[config.mk]
export PLATFORM = sky130hd
export DESIGN_NAME = flip_stream
export DESIGN_NICKNAME = d
export VERILOG_FILES = /design/src/rtl/othello_pkg.sv /design/src/rtl/flip_line.sv /design/src/rtl/flip_stream.sv
export SDC_FILE = /design/constraint.sdc
export NUM_CORES = 2
export LEC_CHECK = 0
export ABC_AREA = 0
export BUFFER_PORTS_ARGS = -buffer_cell sky130_fd_sc_hd__buf_2
export CAP_MARGIN = 25
export CORE_MARGIN = 3
export CORE_UTILIZATION = 45
export CTS_BUF_LIST = sky130_fd_sc_hd__clkbuf_4
export DETAILED_ROUTE_END_ITERATION = 16
export PLACE_DENSITY = 0.64
export RECOVER_POWER = 50
export SETUP_SLACK_MARGIN = 0.3
export SLEW_MARGIN = 20
export SYNTH_ARGS = -nofsm -noshare
export SYNTH_HDL_FRONTEND = slang
export SYNTH_SLANG_ARGS = --single-unit
[constraint.sdc]
create_clock -name clock -period 4.5 [get_ports clock]
set_input_delay 0.45 -clock clock [delete_from_list [all_inputs] [get_ports clock]]
set_output_delay 0.45 -clock clock [all_outputs]
set_load 0.02 [all_outputs]
[src/rtl/othello_pkg.sv]
// Shared types and line helpers for the Othello flip engine.
// A "line" is the 8 squares through a move square along one direction.
package othello_pkg;

    localparam int BOARD_W = 64;
    localparam int LINE_W  = 8;
    localparam int POS_W   = 6;
    localparam int N_DIR   = 4;

    typedef enum logic [1:0] {
        DIR_H,
        DIR_V,
        DIR_A1H8,
        DIR_A8H1
    } dir_e;

    // One lane's request, opponent already normalised
    typedef struct packed {
        logic               en;
        logic [BOARD_W-1:0] pl;
        logic [BOARD_W-1:0] op;
        logic [POS_W-1:0]   pos;
    } req_t;

    // Request plus its four extracted lines
    typedef struct packed {
        req_t                          req;
        logic [N_DIR-1:0][LINE_W-1:0]  pl;
        logic [N_DIR-1:0][LINE_W-1:0]  ol;
    } line_t;

    // Request plus the per-line flip results
    typedef struct packed {
        req_t                          req;
        logic [N_DIR-1:0][LINE_W-1:0]  fl;
    } fl_t;

    // Final per-lane result
    typedef struct packed {
        logic               en;
        logic               legal;
        logic               occ;
        logic [BOARD_W-1:0] flip;
        logic [BOARD_W-1:0] pl;
        logic [BOARD_W-1:0] op;
    } res_t;

    // Index of the move square inside its line
    function automatic logic [2:0] line_idx(dir_e d, logic [POS_W-1:0] pos);
        return (d == DIR_H) ? pos[2:0] : pos[5:3];
    endfunction

    // Board square of line element i: {on_board, square}
    // Diagonal lines are indexed by row; off-board columns are flagged.
    function automatic logic [6:0] line_sq(dir_e d, logic [POS_W-1:0] pos,
                                           logic [2:0] i);
        logic [4:0] t;
        logic [6:0] s;
        t = '0;
        s = '0;
        unique case (d)
            DIR_H: s = {1'b1, pos[5:3], i};
            DIR_V: s = {1'b1, i, pos[2:0]};
            DIR_A1H8: begin
                t = 5'(i) + 5'(pos[2:0]) - 5'(pos[5:3]);
                s = {(t[4:3] == 2'b00), i, t[2:0]};
            end
            DIR_A8H1: begin
                t = 5'(pos[5:3]) + 5'(pos[2:0]) - 5'(i);
                s = {(t[4:3] == 2'b00), i, t[2:0]};
            end
            default: s = '0;
        endcase
        return s;
    endfunction

    function automatic logic [LINE_W-1:0] extract_line(
        logic [BOARD_W-1:0] b, dir_e d, logic [POS_W-1:0] pos);
        logic [LINE_W-1:0] l;
        logic [6:0]        s;
        l = '0;
        for (int i = 0; i < LINE_W; i++) begin
            s    = line_sq(d, pos, 3'(i));
            l[i] = s[6] & b[s[5:0]];
        end
        return l;
    endfunction

    function automatic logic [BOARD_W-1:0] scatter_line(
        logic [LINE_W-1:0] l, dir_e d, logic [POS_W-1:0] pos);
        logic [BOARD_W-1:0] b;
        logic [6:0]         s;
        b = '0;
        for (int i = 0; i < LINE_W; i++) begin
            s         = line_sq(d, pos, 3'(i));
            b[s[5:0]] = b[s[5:0]] | (s[6] & l[i]);
        end
        return b;
    endfunction

endpackage

[src/rtl/flip_line.sv]
// Two-sided flip along one 8-square line.
// A run of opponent discs flips only when closed by a player disc.
module flip_line
    import othello_pkg::*;
(
    input  logic [LINE_W-1:0] player_i,
    input  logic [LINE_W-1:0] opponent_i,
    input  logic [2:0]        pos_i,
    output logic [LINE_W-1:0] flip_o
);

    logic [LINE_W-1:0] run_up;
    logic [LINE_W-1:0] run_dn;
    logic              go_up;
    logic              go_dn;
    logic [3:0]        up;
    logic [3:0]        dn;

    // Walk outward on both sides; bit 3 of the index marks leaving the line
    always_comb begin
        flip_o = '0;
        run_up = '0;
        run_dn = '0;
        go_up  = 1'b1;
        go_dn  = 1'b1;
        up     = '0;
        dn     = '0;
        for (int i = 1; i < LINE_W; i++) begin
            up = {1'b0, pos_i} + 4'(i);
            dn = {1'b0, pos_i} - 4'(i);
            if (go_up && !up[3]) begin
                if (opponent_i[up[2:0]]) begin
                    run_up[up[2:0]] = 1'b1;
                end else begin
                    if (player_i[up[2:0]]) flip_o = flip_o | run_up;
                    go_up = 1'b0;
                end
            end
            if (go_dn && !dn[3]) begin
                if (opponent_i[dn[2:0]]) begin
                    run_dn[dn[2:0]] = 1'b1;
                end else begin
                    if (player_i[dn[2:0]]) flip_o = flip_o | run_dn;
                    go_dn = 1'b0;
                end
            end
        end
    end

endmodule

[src/rtl/flip_stream.sv]
// Pipelined multi-lane Othello flip engine with a global stall.
// Capture, line flip, line flip register, then scatter into the result.
module flip_stream
    import othello_pkg::*;
#(
    parameter int LANES = 1,
    parameter int TAG_W = 8
) (
    input  logic                   clock,
    input  logic                   reset,
    input  logic                   in_valid,
    output logic                   in_ready,
    input  logic [LANES-1:0]       in_lane_en,
    input  logic [64*LANES-1:0]    in_player,
    input  logic [64*LANES-1:0]    in_opponent,
    input  logic [6*LANES-1:0]     in_pos,
    input  logic [TAG_W-1:0]       in_tag,
    output logic                   out_valid,
    input  logic                   out_ready,
    output logic [LANES-1:0]       out_lane_en,
    output logic [64*LANES-1:0]    out_flip,
    output logic [LANES-1:0]       out_legal,
    output logic [LANES-1:0]       out_occupied,
    output logic [64*LANES-1:0]    out_player,
    output logic [64*LANES-1:0]    out_opponent,
    output logic [TAG_W-1:0]       out_tag,
    output logic                   busy
);

    logic advance;

    logic s0_v_q;
    logic s1_v_q;
    logic s2_v_q;
    logic out_v_q;

    logic [TAG_W-1:0] s0_tag_q;
    logic [TAG_W-1:0] s1_tag_q;
    logic [TAG_W-1:0] s2_tag_q;
    logic [TAG_W-1:0] out_tag_q;

    req_t  [LANES-1:0] s0_d;
    req_t  [LANES-1:0] s0_q;
    line_t [LANES-1:0] s1_d;
    line_t [LANES-1:0] s1_q;
    fl_t   [LANES-1:0] s2_d;
    fl_t   [LANES-1:0] s2_q;
    res_t  [LANES-1:0] out_d;
    res_t  [LANES-1:0] out_q;

    logic [LANES-1:0][N_DIR-1:0][LINE_W-1:0] fl_w;

    logic [BOARD_W-1:0] fl64;
    logic [BOARD_W-1:0] posbit;
    logic               occ;
    logic               legal;

    assign advance  = !out_v_q || out_ready;
    assign in_ready = advance && !reset;
    assign busy     = s0_v_q | s1_v_q | s2_v_q | out_v_q;
    assign out_valid = out_v_q;
    assign out_tag   = out_tag_q;

    // Capture: disabled lanes become all-zero, overlaps go to the player
    always_comb begin
        s0_d = '0;
        for (int k = 0; k < LANES; k++) begin
            if (in_lane_en[k]) begin
                s0_d[k].en  = 1'b1;
                s0_d[k].pl  = in_player[64*k +: 64];
                s0_d[k].op  = in_opponent[64*k +: 64]
                            & ~in_player[64*k +: 64];
                s0_d[k].pos = in_pos[6*k +: 6];
            end
        end
    end

    // Pull the four lines through the move square
    always_comb begin
        s1_d = '0;
        for (int k = 0; k < LANES; k++) begin
            s1_d[k].req = s0_q[k];
            for (int d = 0; d < N_DIR; d++) begin
                s1_d[k].pl[d] = extract_line(s0_q[k].pl,
                                             dir_e'(2'(d)), s0_q[k].pos);
                s1_d[k].ol[d] = extract_line(s0_q[k].op,
                                             dir_e'(2'(d)), s0_q[k].pos);
            end
        end
    end

    for (genvar k = 0; k < LANES; k++) begin : g_lane
        for (genvar d = 0; d < N_DIR; d++) begin : g_dir
            flip_line u_line (
                .player_i   (s1_q[k].pl[d]),
                .opponent_i (s1_q[k].ol[d]),
                .pos_i      (line_idx(dir_e'(2'(d)), s1_q[k].req.pos)),
                .flip_o     (fl_w[k][d])
            );
        end
        assign out_lane_en[k]         = out_q[k].en;
        assign out_legal[k]           = out_q[k].legal;
        assign out_occupied[k]        = out_q[k].occ;
        assign out_flip[64*k +: 64]     = out_q[k].flip;
        assign out_player[64*k +: 64]   = out_q[k].pl;
        assign out_opponent[64*k +: 64] = out_q[k].op;
    end

    // Carry the line flips alongside their request
    always_comb begin
        s2_d = '0;
        for (int k = 0; k < LANES; k++) begin
            s2_d[k].req = s1_q[k].req;
            s2_d[k].fl  = fl_w[k];
        end
    end

    // Scatter lines back to the board and form the next position
    always_comb begin
        out_d  = '0;
        fl64   = '0;
        posbit = '0;
        occ    = 1'b0;
        legal  = 1'b0;
        for (int k = 0; k < LANES; k++) begin
            fl64 = '0;
            for (int d = 0; d < N_DIR; d++) begin
                fl64 = fl64 | scatter_line(s2_q[k].fl[d],
                                           dir_e'(2'(d)), s2_q[k].req.pos);
            end
            posbit = 64'd1 << s2_q[k].req.pos;
            occ    = |((s2_q[k].req.pl | s2_q[k].req.op) & posbit);
            if (occ) fl64 = '0;
            legal  = s2_q[k].req.en && !occ && (fl64 != '0);
            out_d[k].en    = s2_q[k].req.en;
            out_d[k].flip  = fl64;
            out_d[k].legal = legal;
            out_d[k].occ   = occ && s2_q[k].req.en;
            out_d[k].pl    = legal ? (s2_q[k].req.pl | fl64 | posbit)
                                   : s2_q[k].req.pl;
            out_d[k].op    = legal ? (s2_q[k].req.op & ~fl64)
                                   : s2_q[k].req.op;
        end
    end

    // Every stage shifts together whenever the output slot can move
    always_ff @(posedge clock) begin
        if (reset) begin
            s0_v_q    <= 1'b0;
            s1_v_q    <= 1'b0;
            s2_v_q    <= 1'b0;
            out_v_q   <= 1'b0;
            s0_tag_q  <= '0;
            s1_tag_q  <= '0;
            s2_tag_q  <= '0;
            out_tag_q <= '0;
            s0_q      <= '0;
            s1_q      <= '0;
            s2_q      <= '0;
            out_q     <= '0;
        end else if (advance) begin
            s0_v_q    <= in_valid;
            s0_tag_q  <= in_tag;
            s0_q      <= s0_d;
            s1_v_q    <= s0_v_q;
            s1_tag_q  <= s0_tag_q;
            s1_q      <= s1_d;
            s2_v_q    <= s1_v_q;
            s2_tag_q  <= s1_tag_q;
            s2_q      <= s2_d;
            out_v_q   <= s2_v_q;
            out_tag_q <= s2_tag_q;
            out_q     <= out_d;
        end
    end

endmodule

; ---- Word-level counts from Yosys, hierarchy flattened
; Memories as Yosys holds them, arrays and structs flattened. A register that Yosys moved wholly into a read port is not among the register bits.
; Cells that the tools add are included.
[op_classes]
magnitude_cmp = 148
n_addsub = 74
mul = 0
n_shift = 1
reduce_logical = 170
n_mux = 880
div_mod_pow = 0
bitwise = 182
eq_ne = 0
[op_table]
columns = op, n
row1 = $mux W8, 240
row2 = $bwmux W64, 28
row3 = $or A8 B8 Y8, 84
row4 = $bmux W1 S3, 196
row5 = $or A64 B64 Y64, 6
row6 = $mux W1, 352
row7 = $lt A6 B7 Y1 const B, 40
row8 = $and A64 B64 Y64, 3
row9 = $and A64 B8 Y64, 3
row10 = $mux W64, 3
row11 = $demux W1 S3, 56
row12 = $mux W135, 1
row13 = $not A64 Y64, 2
row14 = $ge A6 B1 Y1 const B, 20
row15 = $lt A3 B4 Y1 const B, 28
row16 = $logic_and A1 B1 Y1, 108
row17 = $lt A5 B7 Y1 const B, 12
row18 = $ge A3 B1 Y1 const B, 27
row19 = $sub A4 B3 Y5, 14
row20 = $and A64 B57 Y64, 1
row21 = $logic_not A2 Y1, 32
row22 = $reduce_bool A64 Y1, 1
row23 = $reduce_or A64 Y1, 1
row24 = $shl A1 B6 Y64 const A, 1
row25 = 24 further kinds, 196
[totals]
in_bits = 147
out_inout_bits = 206
elab_cells = 1497
regBits = 732
ramBits = 0
mem_bits_ro = 32
latch_bits = 0
memories = 4
[mem_list]
columns = name, words, width, rd, rd_clocked_by_memory_dff, write_ports, line_no
row1 = (name not given), 8, 1, 1, 0, 0, othello_pkg.sv:96  ; b[s[5:0]] = b[s[5:0]] | (s[6] & l[i]);
row2 = (name not given), 8, 1, 1, 0, 0, othello_pkg.sv:96
row3 = (name not given), 8, 1, 1, 1, 0, othello_pkg.sv:96
row4 = (name not given), 8, 1, 1, 1, 0, othello_pkg.sv:96

; ---- Depth between registers and ports, before layout
[logic_depth]
depth_word = 54
ltp_mapped = 20
mapped_depth_nobuf = 16

; ---- Hierarchy
; From an unflattened synthesis, not the netlist that was laid out.
[hier_totals]
hier_cells = 5446
area_unflattened_um2 = 45328.5
[by_module_without_submodules]
columns = mod, seq_area_each_um2, n_inst, area_per_inst_um2, cells_per_inst
row1 = flip_stream, 14654.1, 1, 33901.3, 3886
row2 = flip_line (g_lane[0].g_dir[1].u_line ...), 0.0, 3, 2776.4, 382
row3 = flip_line (g_lane[0].g_dir[0].u_line), 0.0, 1, 3098.0, 414

; ---- Worst setup path after synthesis
; No wires, ideal clock.
[synth_timing]
path_type = register -> register
startpoint = reg s2_q[34] in the netlist's numbering
endpoint = reg out_q, in the netlist out_player[61]
setup_time_ps = 134
t_arrival_ps = 4302
n_path_buf = 6
slack_ps = 65
period_less_slack_ps = 4435
path_stages_with_launch = 19
t_required_ps = 4366
cell_sequence = dfxtp_1 > clkbuf_1 > buf_2 > inv_2 > ha_1 > buf_2 > xnor2_2 > clkbuf_1 > ha_1 > and3b_1 > a22o_1 > a211oi_1 > nand4_1 > a2111oi_0 > nand4_1 > o31ai_1 > buf_4 > buf_4 > o22ai_1
[synth_between]
elab_chain_len = 39
word_cells_on_any_way = 282
classes_between = add/sub (23) / order compare (48) / shift (1) / mux (115) / bitwise (48) / reduce/logical (45) / memory (2)
[synth_lines]
columns = element, line_no
row1 = from (decl), flip_stream.sv:47  ; fl_t [LANES-1:0] s2_q;
row2 = from (signal assigned), flip_stream.sv:159  ; s2_q <= '0;
row3 = from (signal assigned), flip_stream.sv:170  ; s2_q <= s2_d;
row4 = $sub A3 B3 Y4, othello_pkg.sv:65  ; t = 5'(i) + 5'(pos[2:0]) - 5'(pos[5:3]);
row5 = $mem_v2 Z8 W1 / $logic_not A2 Y1 (equally long branches), n/a
row6 = $mux W1 (implied by the code) / $and A1 B1 Y1 (equally long branches), othello_pkg.sv:96
row7 = $or A1 B1 Y1, othello_pkg.sv:96
row8 = $and A64 B8 Y64 (no line), n/a
row9 = $bmux W1 S3, othello_pkg.sv:96
row10 = $mux W1 (implied by the code), othello_pkg.sv:96
row11 = $or A1 B1 Y1, othello_pkg.sv:96
row12 = [... 22 more ...], n/a
row13 = $mux W1 (implied by the code), othello_pkg.sv:96
row14 = $or A1 B1 Y1, othello_pkg.sv:96
row15 = $bwmux W64, othello_pkg.sv:96
row16 = $or A64 B64 Y64 (2 in a row), flip_stream.sv:128  ; fl64 = fl64 | scatter_line(s2_q[k].fl[d],
row17 = $mux W64, flip_stream.sv:133  ; if (occ) fl64 = '0;
row18 = $reduce_bool A64 Y1 / $or A64 B64 Y64 (equally long branches), "flip_stream.sv:134, flip_stream.sv:139"
row19 = $logic_and A1 B1 Y1 / $or A64 B64 Y64 (equally long branches), "flip_stream.sv:134, flip_stream.sv:139"
row20 = $mux W64 *, flip_stream.sv:139  ; out_d[k].pl = legal ? (s2_q[k].req.pl | fl64 | posbit)
row21 = to (signal assigned), flip_stream.sv:173  ; out_q <= out_d;
row22 = to (decl), flip_stream.sv:49  ; res_t [LANES-1:0] out_q;
; Every way passes the cells marked *; elsewhere a longest branch is shown, timed or not. The select of a mux whose other input is x is not followed.
; A chain may end at the register's enable or synchronous reset.

; ---- Worst setup path in the final report
[layout_timing]
startpoint = in reset
endpoint = out in_ready
[layout_between]
elab_chain_len = 2
[layout_lines]
columns = element, line_no
row1 = from (decl), flip_stream.sv:10  ; input logic reset,
row2 = $logic_not A1 Y1, flip_stream.sv:59  ; assign in_ready = advance && !reset;
row3 = $logic_and A1 B1 Y1, flip_stream.sv:59
row4 = to (decl), flip_stream.sv:12  ; output logic in_ready,
; No other way between the ends.

==> results.yml <==
run_status:
  status: "finished, violations left"
  violations: "max-capacitance violations, max-slew violations"
timing:
  holdWs_ns: 0.0599
  finalHoldViolCount: 0
  finClkSkew_ns: 0.171
  layout_min_cycle_time_ns: 4.16
  fmax_ghz: 0.240
  rsz0062_at_grt: "true"
  maxSlewHeadroom_pct: -40.2
  period_share_pct: 92.5
  worst_pin_slew_ns: 2.10
  slew_viol_final: 584
  tns_ns: 0
  finalSetupViolations: 0
grt:
  grt_pass1_vias: 48500
  antenna_found_initial: 24
  grt.total_usage_pct: 46.5
  globalRouteOverflowTotal: 0
  grt_pass1_wl_um: 349000
  grt_max_degree: 171
floorplan:
  rows: 114
  dieHeight_um: 321
  die_x_um: 321
  start_util_pct: 45.8
  die_area_um2: 103000
  io_pins: 353
  core_um2: 97600
flow_run:
  cap_viol_max_count: 6
route:
  wl_per_cell_um: 33.2
  wl_met1_um: 92700
  viasPerCell: 6.90
  first_pass_iters: 9
  vias: 51700
  wirelength_um: 249000
  dr_wl_met3_um: 32300
  drtAntennaViolNets: 0
  dr_wl_met2_um: 102000
  top_layer: "met5"
  drc_errors: 0
  drt_iter0_markers: 7849
yosys:
  synth_seq_area_share_pct: 32.8
  synth_top_area_share_pct: 32.8
  synth_fp_nets: 5618
  synth_common_cells: "1076 x nand2_1, 732 x dfxtp_1, 512 x a21oi_1, 381 x nor2_1, 332 x clkbuf_1"
  netlist_area_um2: 44700
  synthArstFlopShare_pct: 0
  netlist_instances: 5390
  ys_seq_elements: 732
  ys.flop_type: "dfxtp_1"
  yosys_warnings: 0
  synth_cell_types: 102
  synth_edf_count: 0
  post-synth-top-count-cell: "nand2_1"
  avgSynthCellArea_um2: 8.28
  synth.area.top_cells: "dfxtp_1 33%, mux4_2 11%, nand2_1 9.0%"
  yosys.area.top_type: "dfxtp_1"
final_layout:
  nFillCells: 9216
  final_layout_size_suffix_gt1_share_pct: 18.6
  final-seq-area_um2: 14700
  fin_area_um2: 53700
  area_delta_synth_final_pct: 20.3
  final_net_count: 6290
  final_util_pct: 55.1
  multi_input_area_um2: 28000
cts:
  cts_buffers: 194
  clk_pin_slew_ns: 0.07
  cts_sinks: 732
  clk_root_buffer_cell: "clkbuf_4"
  cts_tree: "built"
  worst_skew_pair.late_latency_ns: 1.24
  cts_max_level: 4
  clock_path_buffers: 3
setup_path:
  slowest_stage: "clkbuf_4"
  cp_max_fo: 107
  startpoint_type: "input pin"
  path_buf_inv: 5
  crit_path_end_kind: "primary output"
  path_class: "input pin to primary output"
  crit_family: "buffers and inverters"
  cpPeakStageDelay_ns: 0.83
  arrival_ns: 3.71
  cp_cell_sequence: "dlygate4sd3_1 -> clkbuf_4 -> nand2b_1 -> clkinv_2 -> buf_12 -> buf_2"
  cp.required_ns: 4.05
placement:
  post_dp_cell_area_um2: 49100
  hpwl_um: 184000
  gp_congestion: 1.09
  port-buffer-count: 352
power_and_ir_drop:
  p_leak_uw: 0.0196
  power_density_nw_per_um2: 277
  vdd_ir_drop_max_mv: 0.350
worst_hold_path:
  min_path_type: "input pin to flip-flop"
## cells by family after synthesis
logic type	synth area share, %
adders and majority gates	2.64
buffers and inverters	5.12
DFF	32.8
muxes	15.2
AOI/OAI and AO/OA	24.0
xor gates and xnor gates	0.499
and+or+nand+nor	19.7
## layer usage
metal	GRT usage, %	up-vias
met5	0	-
met2	67.8	4178
met4	31.3	6
met1	58.4	25000
met3	15.6	1221
li1	-	21400
## stage by stage
step           cells  power [uW]  setup WS (ns)
3_3_place_gp    6915        8670          0.140
2_1_floorplan   5390        7950          0.306
3_5_place_dp    6916        8680          0.123
4_1_cts         7467       14700          0.293
5_1_grt         7480       15400          0.270
6_report        7493       14900          0.336
## cells in the final DEF (no fill, tap or decap), drive strengths merged, types with 50 or more instances in the layout
cell type and n:
nand2 1076, dfxtp 732, a21oi 512, clkbuf 506, buf 481, nor2 382, o21ai 284, dlygate4sd3 213
mux4 211, mux2i 154, inv 143, a32o 130, a22o 126, nand2b 93, nor3 82, nand3 78
o22ai 62, ha 59, a311oi 50
## registers in the layout, indices dropped and copies added, names as in the netlist, 8 cells and up
name / flops
out_flip: 64
out_opponent: 64
out_player: 64
out_tag: 8
s0_q: 135
s0_tag_q: 8
s1_q: 199
s1_tag_q: 8
s2_q: 166
s2_tag_q: 8
## timing repair
action                                 4_1_cts  5_1_grt
hold buffers                               213        0
buffers inserted                             3        8
setup endpoints to repair                   65       97
gates cloned                                 1        1
endpoints found under the hold margin      230        0
pin swaps                                    5       16
gates resized for setup                      9       44
## path summary, 6_finish.rpt
kind                                             start                     endpoint  slack, ns  cells past startpoint
worst min register to register  s1_q[163]$_SDFFE_PP0N_       s2_q[131]$_SDFFE_PP0N_       0.37                      2
worst max register to register   s2_q[32]$_SDFFE_PP0N_  out_player[63]$_SDFFE_PP0N_       0.36                     14
worst min-delay path                         in_pos[4]         s0_q[4]$_SDFFE_PP0N_       0.06                      3
worst max-delay path                             reset                     in_ready       0.34                      6
## tightest hold or removal path: cells and delay by family
| kind | cells | cell delay, ns |
|---|---|---|
| compound gates | 1 | 0.11 |
| buf+inv | 2 | 0.65 |
## power by group
part	internal (uW)	switching [uW]	total [uW]
registers	6610	278	6890
logic	780	1140	1920
clock network	2980	3070	6050
total	10400	4490	14900
## layout make-up
cell class	count	area share, %
multi-input cells	4086	52.1
flip-flops and latches	732	27.3
repair buffers	910	12.0
clock buffers	290	4.05
well taps	1276	2.97
inverters	138	0.967
clock inverters	44	0.524
diodes	17	0.0792
Power figures use the tool's default switching activity.
